$ cat config.mk
export PLATFORM = sky130hd
export DESIGN_NAME = instruction_fetch_unit
export DESIGN_NICKNAME = d
export VERILOG_FILES = /design/src/rtl/instruction_fetch_unit.sv
export SDC_FILE = /design/constraint.sdc
export NUM_CORES = 1
export LEC_CHECK = 0
export CAP_MARGIN = 0
export CORE_MARGIN = 5
export CORE_UTILIZATION = 50
export DETAILED_ROUTE_END_ITERATION = 16
export PLACE_DENSITY = 0.95
export SLEW_MARGIN = 20
export SYNTH_ARGS = -nofsm -noshare
export SYNTH_HDL_FRONTEND = slang
export SYNTH_SLANG_ARGS = --single-unit
$ cat constraint.sdc
create_clock -name clk -period 4.7 [get_ports clk]
set_input_delay 0.47 -clock clk [delete_from_list [all_inputs] [get_ports clk]]
set_output_delay 0.47 -clock clk [all_outputs]
set_load 0.02 [all_outputs]
$ cat src/rtl/instruction_fetch_unit.sv
// Instruction fetch stage.
// Drives a word address into a combinational instruction memory and captures
// the returned instruction into the IF/ID register. It handles decode stalls
// and execute-stage redirects. A fetched HALT drains the pipeline with a fixed
// number of bubble cycles and then parks the unit until reset.
//
// Handshake: the decode side has no valid/ready pair. D_Valid qualifies
// D_Instr/D_PC, and D_Stall is a hold request. While D_Stall=1 (and no
// redirect), every fetch-side register keeps its value, so the same D_Instr
// is presented again on the next cycle. X_Redirect is sampled on each rising
// edge and takes priority over D_Stall.
module instruction_fetch_unit #(
  parameter int          ADDR_WIDTH   = 16,
  parameter int          INSTR_WIDTH  = 32,
  parameter logic [15:0] RESET_PC     = 16'h0000,
  parameter int          PC_STEP      = 1,
  parameter logic [5:0]  HALT_OPCODE  = 6'h11,
  parameter int          DRAIN_CYCLES = 4
) (
  input  logic                   clk,
  input  logic                   reset,
  output logic [ADDR_WIDTH-1:0]  F_PC,
  input  logic [INSTR_WIDTH-1:0] Instr,
  input  logic                   D_Stall,
  input  logic                   X_Redirect,
  input  logic [ADDR_WIDTH-1:0]  X_Target,
  output logic [INSTR_WIDTH-1:0] D_Instr,
  output logic [ADDR_WIDTH-1:0]  D_PC,
  output logic                   D_Valid,
  output logic                   Halted,
  output logic [31:0]            FetchCount,
  output logic [1:0]             Dbg_State
);

  // Fetch controller states. The encoding is visible on Dbg_State:
  // 0 = RUN, 1 = DRAIN, 2 = HALTED.
  typedef enum logic [1:0] {
    ST_RUN    = 2'd0,
    ST_DRAIN  = 2'd1,
    ST_HALTED = 2'd2
  } state_t;

  state_t                 state_q;
  logic [ADDR_WIDTH-1:0]  fpc_q;
  logic [INSTR_WIDTH-1:0] dinstr_q;
  logic [ADDR_WIDTH-1:0]  dpc_q;
  logic                   dvalid_q;
  logic                   halted_q;
  logic [31:0]            count_q;
  logic [3:0]             drain_q;

  // Next sequential fetch address and HALT detection on the memory response.
  logic [ADDR_WIDTH-1:0]  fpc_inc_d;
  logic                   is_halt_d;

  // Sequential PC wraps naturally at 2^ADDR_WIDTH; HALT is the top opcode field.
  always_comb begin
    fpc_inc_d = fpc_q + ADDR_WIDTH'(PC_STEP);
    is_halt_d = (Instr[31:26] == HALT_OPCODE);
  end

  // Single controller block: reset > redirect > stall > normal, per state.
  always_ff @(posedge clk or posedge reset) begin
    if (reset) begin
      state_q  <= ST_RUN;
      fpc_q    <= ADDR_WIDTH'(RESET_PC);
      dinstr_q <= '0;
      dpc_q    <= '0;
      dvalid_q <= 1'b0;
      halted_q <= 1'b0;
      count_q  <= '0;
      drain_q  <= '0;
    end else begin
      case (state_q)
        ST_RUN: begin
          if (X_Redirect) begin
            // Wrong-path instruction on Instr is dropped, even if it is a HALT.
            fpc_q    <= X_Target;
            dvalid_q <= 1'b0;
            dinstr_q <= '0;
          end else if (!D_Stall) begin
            dinstr_q <= Instr;
            dpc_q    <= fpc_q;
            dvalid_q <= 1'b1;
            count_q  <= count_q + 32'd1;
            if (is_halt_d) begin
              // PC stays on the HALT so nothing past it is ever fetched.
              state_q <= ST_DRAIN;
              drain_q <= 4'(DRAIN_CYCLES);
            end else begin
              fpc_q <= fpc_inc_d;
            end
          end
        end

        ST_DRAIN: begin
          if (X_Redirect) begin
            // An older branch squashes the HALT; resume normal fetch.
            fpc_q    <= X_Target;
            dvalid_q <= 1'b0;
            dinstr_q <= '0;
            drain_q  <= '0;
            state_q  <= ST_RUN;
          end else if (!D_Stall) begin
            // Decode has taken the HALT; issue bubbles until the count runs out.
            dvalid_q <= 1'b0;
            dinstr_q <= '0;
            drain_q  <= drain_q - 4'd1;
            if (drain_q == 4'd1) begin
              state_q  <= ST_HALTED;
              halted_q <= 1'b1;
            end
          end
        end

        ST_HALTED: begin
          // Parked: only reset leaves this state.
          halted_q <= 1'b1;
          dvalid_q <= 1'b0;
        end

        default: begin
          state_q <= ST_RUN;
        end
      endcase
    end
  end

  // All outputs come straight from registers.
  assign F_PC       = fpc_q;
  assign D_Instr    = dinstr_q;
  assign D_PC       = dpc_q;
  assign D_Valid    = dvalid_q;
  assign Halted     = halted_q;
  assign FetchCount = count_q;
  assign Dbg_State  = state_q;

endmodule
==> key figures, run 1 <==
Timing
  – WHS: 488.7 ps
  – Count of final hold-check violations: 0
  – Setup Skew: about 17 ps
  – Tmin final: around 2700 ps
  – Setup violators final: 0
  – Setup TNS: 0 ps
  – Tightest Pin Transition: roughly 830 ps
  – Max Fclk: between 300 and 400 MHz
  – RSZ-0062 raised after global routing: false
  – Slew margin rel.: 44.74%
  – Period utilisation layout: between 50 and 60%
  – Pins over their slew limit: 0

Clock tree
  – Setup Buffers After CTS: 0
  – Cts hold-fix bufs: 0
  – CTS clock-pin slew for the worst setup and hold paths: approximately 100 ps
  – CTS resizes: 0
  – H-tree depth: 3
  – CTS Sinks: 104
  – TritonCTS clock tree: done
  – CTS root buffer: clkbuf_8
  – Clk_lat worst skew: 370 ps
  – CTS buffer count: 9
  – Maximum root-to-sink buffer count: 2

Setup path
  – Critical path launch point: X_Redirect
  – CP Max Fanout: 19
  – CP arrival: between 2000 and 3000 ps
  – Crit path kind: primary input to flop
  – WP data required: roughly 4900 ps
  – Worst Setup End Kind: flop
  – Worst R2R Start: Dbg_State[0]$_DFFE_PP0P_
  – CP Launch Type: primary input

Synth
  – Mapped Nets: about 540
  – Syn avg cell area: 9.939 um2
  – Synth top area share: between 50% and 60%
  – Syn Inst Count: approximately 480
  – Synth area leader: dfrtp_1
  – Yosys reg bits: about 100
  – Largest cells by area after synthesis: dfrtp_1 55%, nand2_1 7.3%, o21ai_0 5.0%
  – Synth warnings: 0
  – Synthesized area: 0.004761 mm2
  – Synth async-reset ratio: 100.0%
  – Top_reg_cell synth: dfrtp_1
  – Distinct cells, synth: 43
  – Seq/Total Area, Yosys: approximately 55%
  – Post-synth EDFFs: 0

Layout
  – # diodes: 0
  – Commonest non-fill, non-tap cell in the layout: clkdlybuf4s50_1
  – Layout area overhead: 38.48%
  – Register Area: ~0.0026 mm2
  – Layout cells sized above 1: approximately 7.5%
  – Highest-count cells in the layout ignoring fill and taps: 151 x clkdlybuf4s50_1, 104 x dfrtp_1, 92 x nand2_1
  – Fillers: around 660
  – Area occupied by multi-input gates: between 0.002 and 0.0025 mm2
  – Fin nets: 678

Floorplanning
  – Die width: roughly 110 um
  – Starting Density: between 50% and 60%
  – # IOs: 152
  – Core Box Area: 0.009284 mm2
  – Die H: around 110 um
  – Die area: approximately 0.012 mm2
  – Std cell rows: 35

Placed design
  – Placer Congestion: 0.8334
  – DP HPWL: a little over 9000 um
  – Buffers on Ports: roughly 150

Global route
  – Total Routing Usage GR: 22.04%
  – Vias in the first global route: slightly above 4000
  – Largest net degree at the start of global routing: 66
  – Initial antenna violation count: 0
  – First-pass GRT wire length: a little over 20000 um
  – GRT overflow: 0

Detailed routing
  – DR iter-0 viols: a little over 200
  – DRT Pass-1 Iters: 4
  – ANT nets after route: 0
  – Final WL: roughly 13000 um
  – DRC viols: 0
  – Via count: 4087
  – Via/cell ratio: 5.435
  – WL per Instance: ~17 um

Power and ir drop
  – Peak VDD IR: 0.4775 mV
  – Pleak: roughly 2.7 nW
  – PD cells: 618.8 mW/mm2

Worst hold path
  – Hold Crit Class: flop to flop
  – Hold_sp: D_Instr[3]$_DFFE_PP0P_

Run
  – Max_cap viols: 0

Outcome
  – Status: complete, no violations
metrics by stage:
step | area (um2) | power [mW] | instances | util [%] | setup WS, ps
global placement | 6382 | 3.396 | 737 | 68.75 | 1783
global route | 6593 | 4.336 | 752 | 71.01 | 1867
finish | 6593 | 4.080 | 752 | 71.01 | 2020
detailed placement | 6382 | 3.492 | 737 | 68.75 | 1653
CTS | 6593 | 4.096 | 752 | 71.01 | 2055
floorplan | 4761 | 2.568 | 479 | - | 1498
Yosys cell counts, types with 10 or more instances:
cell / n
nor2_1: 22
a21oi_1: 25
mux2_2: 17
inv_1: 10
xnor2_1: 24
o21ai_0: 48
nand3_1: 21
dfrtp_1: 104
nand4_1: 13
clkbuf_1: 23
nand2_1: 92
state kept, by name (all words and copies together) (netlist names):
| name | cells |
|---|---|
| F_PC | 16 |
| Dbg_State | 2 |
| D_PC | 16 |
| FetchCount | 32 |
| drain_q | 4 |
| D_Instr | 32 |
| D_Valid | 1 |
| Halted | 1 |
worst max-delay path, stage by stage:
cell and delay, ps:
clkdlybuf4s50_1 770, or3b_2 650, o221ai_2 680, nor3_1 80
mux2i_1 170, nand3_1 90
path summary, 6_finish.rpt:
check | cells after the start | end | slack (ps)
worst max-delay path | 6 | F_PC[15]$_DFFE_PP0P_ | 2020
worst min-delay path | 2 | D_Instr[3]$_DFFE_PP0P_ | 490
worst max register to register | 7 | FetchCount[31]$_DFFE_PP0P_ | 2210
worst min register to register | 2 | D_Instr[3]$_DFFE_PP0P_ | 490
max in group asynchronous | 3 | D_PC[6]$_DFFE_PP0P_ | 3070
min in group asynchronous | 2 | D_Instr[22]$_DFFE_PP0P_ | 580
where the power goes:
group	total (mW)	internal, mW	switching, mW
Clock	0.601	0.298	0.304
Combinational	1.99	0.893	1.10
Sequential	1.49	1.21	0.275
cell families (layout without fill, tap and decap cells):
| family | after synthesis | count (layout) | synth area share (%) |
|---|---|---|---|
| xor gates and xnor gates | 31 | 31 | 5.703 |
| DFF | 104 | 104 | 54.66 |
| muxes | 20 | 20 | 4.652 |
| buffers and inverters | 36 | 180 | 3.049 |
| adders and majority gates | 7 | 7 | 1.840 |
| AOI/OAI and AO/OA | 97 | 97 | 12.04 |
| and+or+nand+nor | 184 | 184 | 18.06 |
routing by layer:
layer	track usage (%)	vias up	wire length [um]
li1	-	1941	-
met1	27.82	1982	5257
met2	37.17	149	6267
met3	6.719	15	954
met4	5.320	0	144
met5	0	-	0
area by class of cell:
type / count / share of cell area (%)
sequential: 104 / 39.48
multi-input combinational: 339 / 30.90
timing repair buffer: 155 / 23.38
tap: 129 / 2.448
clock buffer: 10 / 1.936
clock inverter: 5 / 1.253
inverter: 10 / 0.6073
(Power assumes the default switching activity.)
==> run 2, diff against run 1 <==
--- a/config.mk
+++ b/config.mk
@@ -7,9 +7,9 @@
 export LEC_CHECK = 0
 export CAP_MARGIN = 0
 export CORE_MARGIN = 5
-export CORE_UTILIZATION = 50
+export CORE_UTILIZATION = 42
 export DETAILED_ROUTE_END_ITERATION = 16
-export PLACE_DENSITY = 0.95
+export PLACE_DENSITY = 0.89
 export SLEW_MARGIN = 20
 export SYNTH_ARGS = -nofsm -noshare
 export SYNTH_HDL_FRONTEND = slang
==> constraint.sdc (replaced) <==
create_clock -name clk -period 2.3 [get_ports clk]
set_input_delay 0.23 -clock clk [delete_from_list [all_inputs] [get_ports clk]]
set_output_delay 0.23 -clock clk [all_outputs]
set_load 0.02 [all_outputs]
==> run 2 against run 1 <==
Die area is 17% higher; cell count is 2.8% higher; non-clock buffer count is 9 higher; clock power is 150% higher; critical path depth is 1 higher.
==> key figures, run 2 (synthesis gave the netlist of run 1 again) <==
Power and ir drop
  – Comb pwr share: 48.3% (-0.5 points)
  – Clock Power Share: 17.0% (+2.3 points)
  – Peak VDD IR: 0.7348 mV (+54%)
  – Pleak: 2.856 nW (+3.9%)
  – Int Power: 5.278 mW (+120%)
  – Switch share: 39.56% (-1.5 points)
  – Psw: 3.455 mW (+110%)
  – PD cells: 1280 mW/mm2 (+110%)
  – Sequential Power Share: 34.6% (-1.9 points)
  – Power Total: 8.733 mW (+110%)

Detailed routing
  – DR iter-0 viols: 225 (+10%)
  – DRT Pass-1 Iters: 4 (unchanged)
  – Via/cell ratio: 5.325 (-2.0%)
  – WL per Instance: 16.39 um (-2.4%)
  – ANT nets after route: 0 (unchanged)
  – Final WL: 12670 um (+0.33%)
  – DRC viols: 0 (unchanged)
  – Via count: 4116 (+0.71%)

Placed design
  – DP HPWL: 9531 um (+2.1%)
  – Placer Congestion: 0.9377 (+13%)
  – Buffers on Ports: 151 (unchanged)

Clock tree
  – CTS resizes: 0 (unchanged)
  – H-tree depth: 3 (unchanged)
  – Cts hold-fix bufs: 0 (unchanged)
  – Maximum root-to-sink buffer count: 2 (unchanged)
  – Setup Buffers After CTS: 0 (unchanged)
  – CTS root buffer: clkbuf_16
  – CTS clock-pin slew for the worst setup and hold paths: 70 ps (-30 ps)
  – Clk_lat worst skew: 340 ps (-30 ps)
  – CTS buffer count: 9 (unchanged)
  – CTS Sinks: 104 (unchanged)
  – TritonCTS clock tree: done

Timing
  – Tightest Pin Transition: 515.0 ps (-314.0 ps)
  – Setup TNS: 0 ps (unchanged)
  – Setup Skew: 6.268 ps (-10.41 ps)
  – Pins over their slew limit: 0 (unchanged)
  – Count of final hold-check violations: 0 (unchanged)
  – RSZ-0062 raised after global routing: false
  – Slew margin rel.: 65.54% (+21 points)
  – Tmin final: about 2100 ps
  – Max Fclk: around 470 MHz
  – Setup violators final: 0 (unchanged)
  – Period utilisation layout: 92.71%

Setup path
  – WP data required: 2510 ps (-2430 ps)
  – CP Max Fanout: 7 (-12)
  – Worst Setup End Kind: flop
  – Crit path kind: flop to flop
  – CP arrival: 2350 ps (-570 ps)
  – CP Launch Type: flop

Global route
  – Total Routing Usage GR: 18.85% (-3.2 points)
  – Largest net degree at the start of global routing: 65 (-1.5%)
  – Initial antenna violation count: 0 (unchanged)
  – GRT overflow: 0 (unchanged)
  – First-pass GRT wire length: 20190 um (-0.68%)
  – Vias in the first global route: 4157 (-0.048%)

Floorplanning
  – # IOs: 152 (unchanged)
  – Starting Density: 43.35% (-7.9 points)
  – Std cell rows: 38 (+8.6%)
  – Core Box Area: 0.01098 mm2 (+18%)
  – Die H: 116.5 um (+8.3%)
  – Die area: 0.01356 mm2 (+17%)
  – Die width: 116.5 um (+8.3%)

Worst hold path
  – Hold Crit Class: primary input to asynchronous set/reset pin

Layout
  – Fillers: 849 (+29%)
  – Commonest non-fill, non-tap cell in the layout: clkdlybuf4s50_1
  – Final core utilization: 62.12% (-8.9 points)
  – Layout cells sized above 1: 9.005% (+1.5 points)
  – Fin nets: 687 (+1.3%)
  – Layout area overhead: 43.31%
  – # diodes: 0 (unchanged)
  – Highest-count cells in the layout ignoring fill and taps: 151 x clkdlybuf4s50_1, 104 x dfrtp_1, 92 x nand2_1

Run
  – Max_cap viols: 0 (unchanged)

Outcome
  – Status: complete, no violations
## run 2: cell count changes in the layout (fill, tap and decap cells not counted), moves of 3 or more
cell / previous run / this run
clkbuf_16: 0 / 9
buf_12: 0 / 5
buf_4: 4 / 8
clkbuf_8: 9 / 0
clkinv_2: 0 / 3
## run 2: area by class of cell
cell class | instances | area (um2) | area share, %
multi-input cells | 339 | 2043 | 29.95
inverters | 10 | 41.29 | 0.6052
repair buffers | 164 | 1672 | 24.50
well taps | 140 | 175.2 | 2.567
flip-flops and latches | 104 | 2603 | 38.14
clock buffers | 10 | 229.0 | 3.356
clock inverters | 6 | 60.06 | 0.8802
## run 2: power by group through the flow
stage / clock network [mW] / registers (mW) / logic, mW
3_5_place_dp: 0 / 3.06 / 4.23
2_1_floorplan: 0 / 3.73 / 1.52
6_report: 1.49 / 3.02 / 4.22
5_1_grt: 1.61 / 3.14 / 4.53
3_3_place_gp: 0 / 3.01 / 4.11
4_1_cts: 1.53 / 3.03 / 4.26
## run 2: metal layers
metal	share of wire, %	vias up	track usage (%)	wire length [um]
li1	-	1970	-	-
met1	40	2006	23.23	5126
met2	51	124	32.19	6506
met3	6.9	16	4.870	868
met4	1.3	0	6.497	165
met5	0	-	0	0
## run 2: critical path: stages (launching register included)
cell,delay [ps]
dfrtp_1,440
inv_1,130
ha_1,190
nor3b_4,330
nand4_1,200
nor3_1,430
nand3_1,150
xnor2_1,140
## run 2: path summary, 6_finish.rpt
| check | from | endpoint | slack [ps] | cells after the start |
|---|---|---|---|---|
| max in group asynchronous | reset | Dbg_State[1]$_DFFE_PP0P_ | 1670 | 3 |
| min reg2reg | D_Instr[18]$_DFFE_PP0P_ | D_Instr[18]$_DFFE_PP0P_ | 480 | 2 |
| max reg2reg | Dbg_State[0]$_DFFE_PP0P_ | FetchCount[13]$_DFFE_PP0P_ | 170 | 7 |
| min in group clk | Instr[22] | D_Instr[22]$_DFFE_PP0P_ | 440 | 3 |
| max | Dbg_State[0]$_DFFE_PP0P_ | FetchCount[13]$_DFFE_PP0P_ | 170 | 7 |
| min | reset | D_Instr[16]$_DFFE_PP0P_ | 340 | 3 |
## run 2: through the flow
stage               cells  hold slack (ps)  area, um2  worst slack [ps]
global route          773            361.0       6823             5.830
global placement      757            460.8       6528             34.97
detailed placement    757            469.7       6528             41.97
floorplan             479            366.0       4765             20.70
finish                773            343.3       6823             167.6
CTS                   773            345.6       6817             85.46
==> run 3, diff against run 2 <==
--- a/config.mk
+++ b/config.mk
@@ -9,7 +9,7 @@
 export CORE_MARGIN = 5
 export CORE_UTILIZATION = 42
 export DETAILED_ROUTE_END_ITERATION = 16
-export PLACE_DENSITY = 0.89
+export PLACE_DENSITY = 0.88
 export SLEW_MARGIN = 20
 export SYNTH_ARGS = -nofsm -noshare
 export SYNTH_HDL_FRONTEND = slang
==> run 3 against run 2 <==
Clock power fell by 4%; clock-buffer cell count up 1; global-route usage fell by 0.088 points; worst hold slack improved by 61 ps; die area stayed put; sequential cell count is the same; worst setup slack better by 77 ps; routed wire length is 0.73% higher; critical endpoint is now FetchCount[31]$_DFFE_PP0P_; largest power group unchanged; highest routed layer unchanged.
==> key figures, run 3 (synthesis gave the netlist of run 1 again) <==
Floorplanning
  – Die H: 116.5 um (unchanged)
  – # IOs: 152 (unchanged)
  – Std cell rows: 38 (unchanged)
  – Die area: 0.01356 mm2 (unchanged)
  – Core Box Area: 0.01098 mm2 (unchanged)
  – Starting Density: 43.35% (unchanged)
  – Die width: 116.5 um (unchanged)

Timing
  – Max Fclk: 486.4 MHz (+3.7%)
  – WHS: 404.1 ps (+60.78 ps)
  – Tmin final: 2056 ps (-76.70 ps)
  – Setup Skew: 10.19 ps (+3.917 ps)
  – Setup violators final: 0 (unchanged)
  – Tightest Pin Transition: 553.9 ps (+38.96 ps)
  – Count of final hold-check violations: 0 (unchanged)
  – Period utilisation layout: 89.38% (-3.3 points)
  – RSZ-0062 raised after global routing: false
  – Slew margin rel.: 63.07% (-2.5 points)
  – Setup TNS: 0 ps (unchanged)
  – Pins over their slew limit: 0 (unchanged)

Layout
  – Commonest non-fill, non-tap cell in the layout: clkdlybuf4s50_1
  – Non-filler instance count after layout: 774 (+0.13%)
  – Highest-count cells in the layout ignoring fill and taps: 151 x clkdlybuf4s50_1, 104 x dfrtp_1, 92 x nand2_1
  – # diodes: 0 (unchanged)
  – Layout cells sized above 1: 9.148% (+0.14 points)
  – Layout area overhead: 42.84%
  – Final core utilization: 61.92% (-0.20 points)
  – Fin nets: 688 (+0.15%)

Detailed routing
  – Final WL: 12760 um (+0.73%)
  – DRT Pass-1 Iters: 4 (unchanged)
  – Via count: 4138 (+0.53%)
  – Via/cell ratio: 5.346 (+0.40%)
  – WL per Instance: 16.48 um (+0.60%)
  – ANT nets after route: 0 (unchanged)
  – DRC viols: 0 (unchanged)
  – DR iter-0 viols: 313 (+39%)

Power and ir drop
  – PD cells: 1274 mW/mm2 (-0.48%)
  – Int Power: 5.167 mW (-2.1%)
  – Peak VDD IR: 0.8205 mV (+12%)
  – Sequential Power Share: 35.2% (+0.6 points)
  – Power Total: 8.663 mW (-0.80%)
  – Psw: 3.496 mW (+1.2%)
  – Switch share: 40.35% (+0.79 points)
  – Clock Power Share: 16.5% (-0.5 points)
  – Pleak: 2.839 nW (-0.61%)
  – Comb pwr share: 48.3% (about the same)

Setup path
  – Worst Setup End Kind: flop
  – Reg2reg path depth: 8 (+1)
  – WP data required: 2520 ps (about the same)
  – Reg2reg end: FetchCount[31]$_DFFE_PP0P_
  – CP arrival: 2270 ps (-80 ps)
  – CP Launch Type: flop
  – Reg2Reg Setup Slack: 240 ps (+80 ps)
  – Critical path launch point: Dbg_State[0]$_DFFE_PP0P_
  – Crit path kind: flop to flop
  – CP endpoint: FetchCount[31]$_DFFE_PP0P_
  – CP Max Fanout: 8 (+1)
  – Worst R2R Start: Dbg_State[0]$_DFFE_PP0P_

Clock tree
  – H-tree depth: 3 (unchanged)
  – CTS buffer count: 9 (unchanged)
  – CTS clock-pin slew for the worst setup and hold paths: 70 ps (about the same)
  – Cts hold-fix bufs: 0 (unchanged)
  – CTS Sinks: 104 (unchanged)
  – TritonCTS clock tree: done
  – Maximum root-to-sink buffer count: 2 (unchanged)
  – CTS root buffer: clkbuf_16
  – Clk_lat worst skew: 330 ps (about the same)

Placed design
  – Placer Congestion: 0.8928 (-4.8%)
  – Buffers on Ports: 151 (unchanged)
  – DP HPWL: 9388 um (-1.5%)
  – Dpl cells: 757 (unchanged)

Global route
  – Vias in the first global route: 4200 (+1.0%)
  – First-pass GRT wire length: 20620 um (+2.1%)
  – Total Routing Usage GR: 18.76% (-0.088 points)
  – Largest net degree at the start of global routing: 105 (+62%)
  – GRT overflow: 0 (unchanged)
  – Initial antenna violation count: 0 (unchanged)

Outcome
  – Status: complete, no violations

Worst hold path
  – Hold Crit Class: primary input to asynchronous set/reset pin

Run
  – Max_cap viols: 0 (unchanged)
==> run 3: cell count changes in the layout (fill, tap and decap cells not counted) <==
cell,previous run,this run
clkinv_2,3,0
buf_12,5,3
buf_4,8,10
buf_6,0,1
bufinv_16,1,0
clkbuf_1,1,2
clkinv_4,0,1
clkinvlp_4,3,4
inv_8,0,1
nor3_1,6,5
nor3_2,0,1
==> run 3: timing repair <==
item	4_1_cts	5_1_grt
endpoints found under the setup margin	0	17
buffers inserted	0	1
gates resized for setup	0	3
==> run 3: how the worst min path moves through the flow <==
stage | startpoint | end | slack, ps | cells past startpoint
2_1_floorplan | Instr[0] | D_Instr[0]$_DFFE_PP0P_ | 370 | 2
3_3_place_gp | D_Instr[24]$_DFFE_PP0P_ | D_Instr[24]$_DFFE_PP0P_ | 460 | 2
3_5_place_dp | Halted$_DFFE_PP0P_ | Halted$_DFFE_PP0P_ | 470 | 2
4_1_cts | reset | D_Instr[0]$_DFFE_PP0P_ | 430 | 3
5_1_grt | Instr[2] | D_Instr[2]$_DFFE_PP0P_ | 450 | 3
6_report | reset | D_Instr[23]$_DFFE_PP0P_ | 400 | 3
==> run 3: metrics by stage <==
| step | instance area, um2 | setup WS (ps) |
|---|---|---|
| after CTS | 6778 | 42.19 |
| after global placement | 6502 | 72.76 |
| after floorplan | 4765 | 20.70 |
| after detailed placement | 6502 | 16.51 |
| after global routing | 6800 | 19.25 |
| final | 6800 | 244.3 |
==> run 3: worst max-delay path, stage by stage (launching register included) <==
cell and delay, ps:
dfrtp_1 440, inv_1 130, ha_1 180, nor3b_4 270
nand4_1 280, nor2b_1 210, buf_4 180, nand4_1 120
xnor2_1 150
==> run 3: layer usage <==
layer  up-vias  GRT usage (%)  routed length, um
met5         -              0                  0
met4         0          3.944                105
met3         9          4.197                963
met2       154          31.54               6270
met1      2014          25.04               5419
li1       1961              -                  -
==> run 3: final cells by class <==
cell class | count | area (um2)
Fill cell | 883 | 4183
Sequential cell | 104 | 2603
Multi-Input combinational cell | 339 | 2048
Timing Repair Buffer | 165 | 1658
Clock buffer | 11 | 232.7
Tap cell | 140 | 175.2
Clock inverter | 5 | 42.54
Inverter | 10 | 41.29
==> run 3: power by group through the flow <==
| stage | logic (mW) | clock network [mW] | registers (mW) |
|---|---|---|---|
| 4_1_cts | 4.21 | 1.46 | 3.05 |
| 3_3_place_gp | 4.07 | 0 | 3.01 |
| 6_report | 4.19 | 1.43 | 3.05 |
| 5_1_grt | 4.52 | 1.54 | 3.16 |
| 2_1_floorplan | 1.52 | 0 | 3.73 |
| 3_5_place_dp | 4.19 | 0 | 3.08 |
